## src/rtl/vigenere_stream_ctrl_if.sv

```systemverilog
// Handshake and status bundle for vigenere_stream_ctrl.
//   key_start/key_wr/key_char/key_end : key load control
//   decrypt                           : direction for each accepted char
//   in_valid/in_ready/in_char         : input character stream
//   out_valid/out_ready/out_char      : output character stream
//   key_len/key_err/state_o           : status
// The "slave" modport is the controller; "master" is whoever drives it.
interface vigenere_stream_ctrl_if;
  logic       key_start;
  logic       key_wr;
  logic [7:0] key_char;
  logic       key_end;
  logic       decrypt;
  logic       in_valid;
  logic       in_ready;
  logic [7:0] in_char;
  logic       out_valid;
  logic       out_ready;
  logic [7:0] out_char;
  logic [3:0] key_len;
  logic       key_err;
  logic [1:0] state_o;

  modport master (
    output key_start, key_wr, key_char, key_end, decrypt, in_valid, in_char, out_ready,
    input  in_ready, out_valid, out_char, key_len, key_err, state_o
  );
  modport slave (
    input  key_start, key_wr, key_char, key_end, decrypt, in_valid, in_char, out_ready,
    output in_ready, out_valid, out_char, key_len, key_err, state_o
  );
endinterface

```

## src/rtl/vigenere_stream_ctrl.sv

```systemverilog
// Streaming Vigenere cipher controller.
// A key of lowercase letters is loaded (key_start, key_wr..., key_end), then
// ASCII characters are encrypted/decrypted one per cycle with a registered
// output stage (latency 1). Non-letters come out as a space and do not
// consume a key position.
// Ports: clk, reset (async, active high), bus (slave modport, see the interface).
module vigenere_stream_ctrl #(
  parameter int KEY_MAX = 8
) (
  input logic                   clk,
  input logic                   reset,
  vigenere_stream_ctrl_if.slave bus
);
  typedef enum logic [1:0] {IDLE = 2'd0, LOAD = 2'd1, RUN = 2'd2} state_t;

  localparam logic [3:0] KMAX = 4'(KEY_MAX);

  state_t     state, state_nxt;
  logic [3:0] key_len, idx;
  logic       key_err, out_valid;
  logic [7:0] out_char;
  // 16 entries so the 4-bit index never overruns, whatever KEY_MAX is
  logic [4:0] key_mem [16];

  logic       key_is_lower, wr_ok, wr_err, end_ok, end_err, accept, in_letter;
  logic [3:0] len_upd, idx_nxt;
  logic [5:0] p, k, enc_sum, enc, dec, c;
  logic [7:0] next_char;

  always_comb begin
    state_nxt    = state;
    key_is_lower = (bus.key_char >= 8'h61) && (bus.key_char <= 8'h7a);
    // key_start pre-empts any key write/commit in the same cycle
    wr_ok   = !bus.key_start && bus.key_wr && (state == LOAD) && key_is_lower && (key_len < KMAX);
    wr_err  = !bus.key_start && bus.key_wr && (state == LOAD) && !(key_is_lower && (key_len < KMAX));
    // a commit in the same cycle as a write sees the post-write length
    len_upd = key_len + {3'd0, wr_ok};
    end_ok  = !bus.key_start && bus.key_end && (state == LOAD) && (len_upd != 4'd0);
    end_err = !bus.key_start && bus.key_end && (state == LOAD) && (len_upd == 4'd0);

    if (bus.key_start)  state_nxt = LOAD;
    else if (end_ok)    state_nxt = RUN;

    bus.state_o   = state;
    bus.in_ready  = (state == RUN) && (!out_valid || bus.out_ready);
    bus.out_valid = out_valid;
    bus.out_char  = out_char;
    bus.key_len   = key_len;
    bus.key_err   = key_err;
    accept        = bus.in_valid && bus.in_ready && !bus.key_start;

    // low 6 bits of 'a'..'z' are 33..58, so subtracting 33 gives 0..25
    in_letter = (bus.in_char >= 8'h61) && (bus.in_char <= 8'h7a);
    p         = bus.in_char[5:0] - 6'd33;
    k         = {1'b0, key_mem[idx]};
    enc_sum   = p + k;
    enc       = (enc_sum >= 6'd26) ? enc_sum - 6'd26 : enc_sum;
    dec       = (p >= k) ? p - k : p + 6'd26 - k;
    c         = bus.decrypt ? dec : enc;
    next_char = in_letter ? ({2'b00, c} + 8'd97) : 8'd32;
    idx_nxt   = (idx == key_len - 4'd1) ? 4'd0 : idx + 4'd1;
  end

  always_ff @(posedge clk or posedge reset) begin
    if (reset) state <= IDLE;
    else       state <= state_nxt;
  end

  always_ff @(posedge clk or posedge reset) begin
    if (reset) begin
      key_len   <= '0;
      idx       <= '0;
      key_err   <= 1'b0;
      out_valid <= 1'b0;
      out_char  <= 8'd32;
    end else if (bus.key_start) begin
      key_len   <= '0;
      idx       <= '0;
      key_err   <= 1'b0;
      out_valid <= 1'b0;
    end else begin
      if (wr_ok)            key_len <= len_upd;
      if (wr_err || end_err) key_err <= 1'b1;
      if (end_ok)           idx     <= '0;
      if (accept) begin
        out_valid <= 1'b1;
        out_char  <= next_char;
        if (in_letter) idx <= idx_nxt;
      end else if (bus.out_ready) begin
        out_valid <= 1'b0;
      end
    end
  end

  // key store keeps 0..25; 'a'..'z' low 5 bits are 1..26
  always_ff @(posedge clk) begin
    if (wr_ok) key_mem[key_len] <= bus.key_char[4:0] - 5'd1;
  end
endmodule

```

## src/flat_wrapper.sv

```systemverilog
// flat-port wrapper written by rule: the top's interface ports become plain ports
module vigenere_stream_ctrl_flat 
#(
  parameter int KEY_MAX = 8
)
  (clk, reset, bus_key_start, bus_key_wr, bus_key_char, bus_key_end, bus_decrypt, bus_in_valid, bus_in_char, bus_out_ready, bus_in_ready, bus_out_valid, bus_out_char, bus_key_len, bus_key_err, bus_state_o);
  vigenere_stream_ctrl_if bus_i ();
  input logic clk;
  input logic reset;
  input wire logic [$bits(bus_i.key_start)-1:0] bus_key_start;
  input wire logic [$bits(bus_i.key_wr)-1:0] bus_key_wr;
  input wire logic [$bits(bus_i.key_char)-1:0] bus_key_char;
  input wire logic [$bits(bus_i.key_end)-1:0] bus_key_end;
  input wire logic [$bits(bus_i.decrypt)-1:0] bus_decrypt;
  input wire logic [$bits(bus_i.in_valid)-1:0] bus_in_valid;
  input wire logic [$bits(bus_i.in_char)-1:0] bus_in_char;
  input wire logic [$bits(bus_i.out_ready)-1:0] bus_out_ready;
  output wire logic [$bits(bus_i.in_ready)-1:0] bus_in_ready;
  output wire logic [$bits(bus_i.out_valid)-1:0] bus_out_valid;
  output wire logic [$bits(bus_i.out_char)-1:0] bus_out_char;
  output wire logic [$bits(bus_i.key_len)-1:0] bus_key_len;
  output wire logic [$bits(bus_i.key_err)-1:0] bus_key_err;
  output wire logic [$bits(bus_i.state_o)-1:0] bus_state_o;
  assign bus_i.key_start = bus_key_start;
  assign bus_i.key_wr = bus_key_wr;
  assign bus_i.key_char = bus_key_char;
  assign bus_i.key_end = bus_key_end;
  assign bus_i.decrypt = bus_decrypt;
  assign bus_i.in_valid = bus_in_valid;
  assign bus_i.in_char = bus_in_char;
  assign bus_i.out_ready = bus_out_ready;
  assign bus_in_ready = bus_i.in_ready;
  assign bus_out_valid = bus_i.out_valid;
  assign bus_out_char = bus_i.out_char;
  assign bus_key_len = bus_i.key_len;
  assign bus_key_err = bus_i.key_err;
  assign bus_state_o = bus_i.state_o;
  vigenere_stream_ctrl #(.KEY_MAX(KEY_MAX)) u_core (.clk(clk), .reset(reset), .bus(bus_i));
endmodule
```

## config.mk

```make
export PLATFORM = sky130hd
export DESIGN_NAME = vigenere_stream_ctrl_flat
export DESIGN_NICKNAME = d
export VERILOG_FILES = /design/src/rtl/vigenere_stream_ctrl_if.sv /design/src/rtl/vigenere_stream_ctrl.sv /design/src/flat_wrapper.sv
export SDC_FILE = /design/constraint.sdc
export NUM_CORES = 1
export LEC_CHECK = 0
export CORE_ASPECT_RATIO = 1.4
export CORE_MARGIN = 4
export CORE_UTILIZATION = 30
export CTS_CLUSTER_SIZE = 30
export DETAILED_ROUTE_END_ITERATION = 6
export SLEW_MARGIN = 0
export SYNTH_ARGS = -nofsm -noshare
export SYNTH_HDL_FRONTEND = slang
export SYNTH_SLANG_ARGS = --single-unit
```

## constraint.sdc

```tcl
create_clock -name clk -period 4.9 [get_ports clk]
set_input_delay 0.98 -clock clk [delete_from_list [all_inputs] [get_ports clk]]
set_output_delay 0.98 -clock clk [all_outputs]
set_load 0.01 [all_outputs]
```

==> results.md <==
- Fin crit period: 4550 ps
- Die area: 20,200 sq um
- Worst Tran Pin Value: 1110 ps
- Fin. Hold Viols: 0
- FF-to-FF Start: u_core.idx[0]
- Reg-to-Reg End: u_core.bus.out_char[7]
- Post-DR wirelength/cell: 14.9 microns
- Cts hold-fix bufs: 0
- CP top delay family: compound AO/OA/AOI/OAI gates
- Top sig layer: met4
- Largest family of logic cells by synthesized area: multiplexers
- Hold depth: 2
- CP max-delay cell: clkdlybuf4s50_1
- Post-CTS Resized: 0
- Root Buffer: clkbuf_16
- Avg Cell Area, Syn: 13.6 sq um
- Hold Path Class: register to register
- Post-Route WL: 10,800 microns
- Layout Cell Area excl Fill: 6570 sq um
- Status: complete, no violations
- Met3 wire length: 304 microns
- Crit path DAT: 4790 ps
- Reg2Reg Setup Slack: 390 ps
- Vias in the first global route: 3,550
- Metal2 WL: 5930 microns
- Initial antenna violation count: 0
- Die W: 121 microns
- Crit-path cells: clkdlybuf4s50_1 > inv_1 > ha_1 > inv_1 > ha_1 > inv_1 > ha_1 > fa_1 > a21o_1 > a21oi_1 > xnor2_1 > a222oi_1 > a2bb2oi_1 > o21ai_0 > a31o_2
- # diodes: 0
- Sequential area share after synthesis: 0.539
- Min-Delay Startpoint: u_core.bus.out_char[0]
- CTS Buffer Depth: 2
- Multiplexer area fraction after synthesis: 0.108
- Final HPWL DP: 7980 microns
- Worst path max stage delay: 560 ps
- Slew headroom: 0.255
- Synth Cell Area: 5390 sq um
- Reg2Reg Depth: 15
- DP Area: 6260 sq um
- Worst Skew: 5.72 ps
- Global-route usage over all layers: 0.110
- Starting DRT DRC Count: 136
- Setup Fix Bufs, Post-CTS: 0
- Simple-Gate Fraction of Synth Area: 0.0866
- Xor/xnor share of the synthesized area: 0.0453
- M1 WL: 4410 microns
- Startpoint Class: input port
- Share of the clock period used by the worst path: 0.930
- Final Max Slew Viols: 0
- Nets: 541
- CTS buffer count: 9
- Post-Synth Adder-Cell Area: 0.0891
- CP endpoint kind: register
- Layout cell share with drive strength beyond 1: 0.126
- CP Max Fanout: 5
- CTS H-Tree Depth: 3
- Critical path buffer and inverter count: 4
- WHS Endpoint: u_core.bus.out_char[0]
- RSZ-0062 raised after global routing: false
- Power per Cell Area: 297 nW/um^2
- Critical Path RT: 5130 ps
- GPL Wtd Cong: 0.859
- Async SR Flop Fraction: 0.200
- DRT antenna net count: 0
- Area of the core: 17,500 sq um
- Post-Syn Instances: 396
- DRC viols: 0
- Unique cell type count in the Yosys netlist: 67
- Vias: 3,391
- Top-level port count: 41
- First-pass DRT Iterations: 4
- WS Path Type: input port to register
- Worst VDD drop: 0.166 mV
- Grt ovf: 0
- Vias per std cell: 4.70
- Clk pin slew, worst setup/hold paths: 70 ps
- # rows: 57
- Largest net degree at the start of global routing: 26
- Leakage Power: 0.00250 uW
- Die height: 167 microns
- Setup violations, final: 0
- Global-route wire length before repair: 17,600 microns
- Fin Setup TNS: 0 ps
- Ys flop type: edfxtp_1
- Number of flops mapped to enable cells by yosys: 80
- Compound-Gate Fraction of Synth Area: 0.100
- Synth warnings: 0
- CTS tree: yes
- PortBufs: 40
- MaxCap Viol Count: 0
- Clk_lat worst skew: 340 ps
- Fmax achieved: 0.220 GHz
- # clock sinks: 100
- Initial Util: 0.307
- Layout area overhead: 21.8%
- FF+latch count, synth: 100
placed cells by master, fill, tap and decap left out, types with 4 or more instances in the layout:
cell,count
and3_1,10
xor2_1,10
buf_4,9
dfrtp_1,19
a21oi_1,14
clkdlybuf4s50_1,40
clkbuf_16,9
o21ai_0,11
inv_1,30
fa_1,4
nor2b_1,4
edfxtp_1,80
ha_1,32
nand2_1,16
and2_1,4
a211oi_1,4
xnor2_1,16
mux4_2,25
nor3_1,7
o31ai_1,4
conb_1,40
nor2_1,19
area by class of cell:
cell class	count	area (sq um)
Clock inverter	6	71.3
Clock buffer	10	229
Tap cell	236	295
Inverter	30	113
Timing Repair Buffer	50	488
Multi-Input combinational cell	290	2460
Sequential cell	100	2900
Fill cell	1735	11000
stage by stage:
stage	hold WS [ps]	setup WS, ps	power, uW	cells	util
after floorplan	516	162	1170	435	-
final	477	345	1950	722	0.374
after detailed placement	470	38.7	1250	706	0.357
after global routing	515	126	2030	722	0.374
after global placement	465	158	1240	706	0.357
after CTS	485	392	1960	722	0.374
cell usage after synthesis (4+ instances only):
library cell   n  area share
inv_1         30       0.021
ha_1          32       0.074
dfrtp_1       19       0.088
and2_1         4      0.0046
a21oi_1       14       0.013
nor2b_1        4      0.0046
and3_1        10       0.012
clkbuf_1      13      0.0091
xor2_1        10       0.016
nor2_1        19       0.013
a211oi_1       4      0.0056
fa_1           4       0.015
nor3_1         7      0.0065
edfxtp_1      80        0.45
xnor2_1       16       0.026
o31ai_1        4      0.0056
nand2_1       16       0.011
o21ai_0       11       0.010
mux4_2        25        0.10
power by group:
| part | internal [uW] | switching (uW) |
|---|---|---|
| Sequential | 963 | 7.83 |
| Clock | 401 | 313 |
| Combinational | 113 | 151 |
| Total | 1480 | 472 |
metal layers:
| metal | GRT usage | vias up |
|---|---|---|
| met5 | 0 | - |
| met4 | 0.0361 | 0 |
| met3 | 0.0190 | 13 |
| met2 | 0.206 | 61 |
| met1 | 0.124 | 1680 |
| li1 | - | 1637 |
how the worst max path moves through the flow:
stage                    from                     end  slack (ps)  cells past startpoint
6_report       bus_in_char[0]  u_core.bus.out_char[7]         350                     15
5_1_grt        bus_in_char[0]  u_core.bus.out_char[7]         130                     15
4_1_cts        bus_in_char[0]  u_core.bus.out_char[7]         390                     15
3_5_place_dp   bus_in_char[0]  u_core.bus.out_char[7]          40                     15
3_3_place_gp   bus_in_char[2]  u_core.bus.out_char[4]         160                     12
2_1_floorplan   u_core.idx[0]  u_core.bus.out_char[4]         160                     15
flip-flops by register name (all words and copies together) (netlist names):
| name | count |
|---|---|
| u_core.key_mem | 80 |
| u_core.bus.out_char | 8 |
| u_core.bus.key_len | 4 |
| u_core.idx | 4 |
| u_core.bus.state_o | 2 |
| u_core.bus.key_err | 1 |
| u_core.bus.out_valid | 1 |
worst min-delay path, cell delays in order (launching register included):
cell and delay (ps):
dfrtp_1 340, nand2_1 50, o21ai_0 60
cell families after synthesis:
family	count (synthesis)
xor gates and xnor gates	27
muxes	27
adders and majority gates	36
other	1
AOI/OAI and AO/OA	74
DFF	100
and+or+nand+nor	86
buffers and inverters	45
No activity file was read; power rests on OpenSTA's default activity.
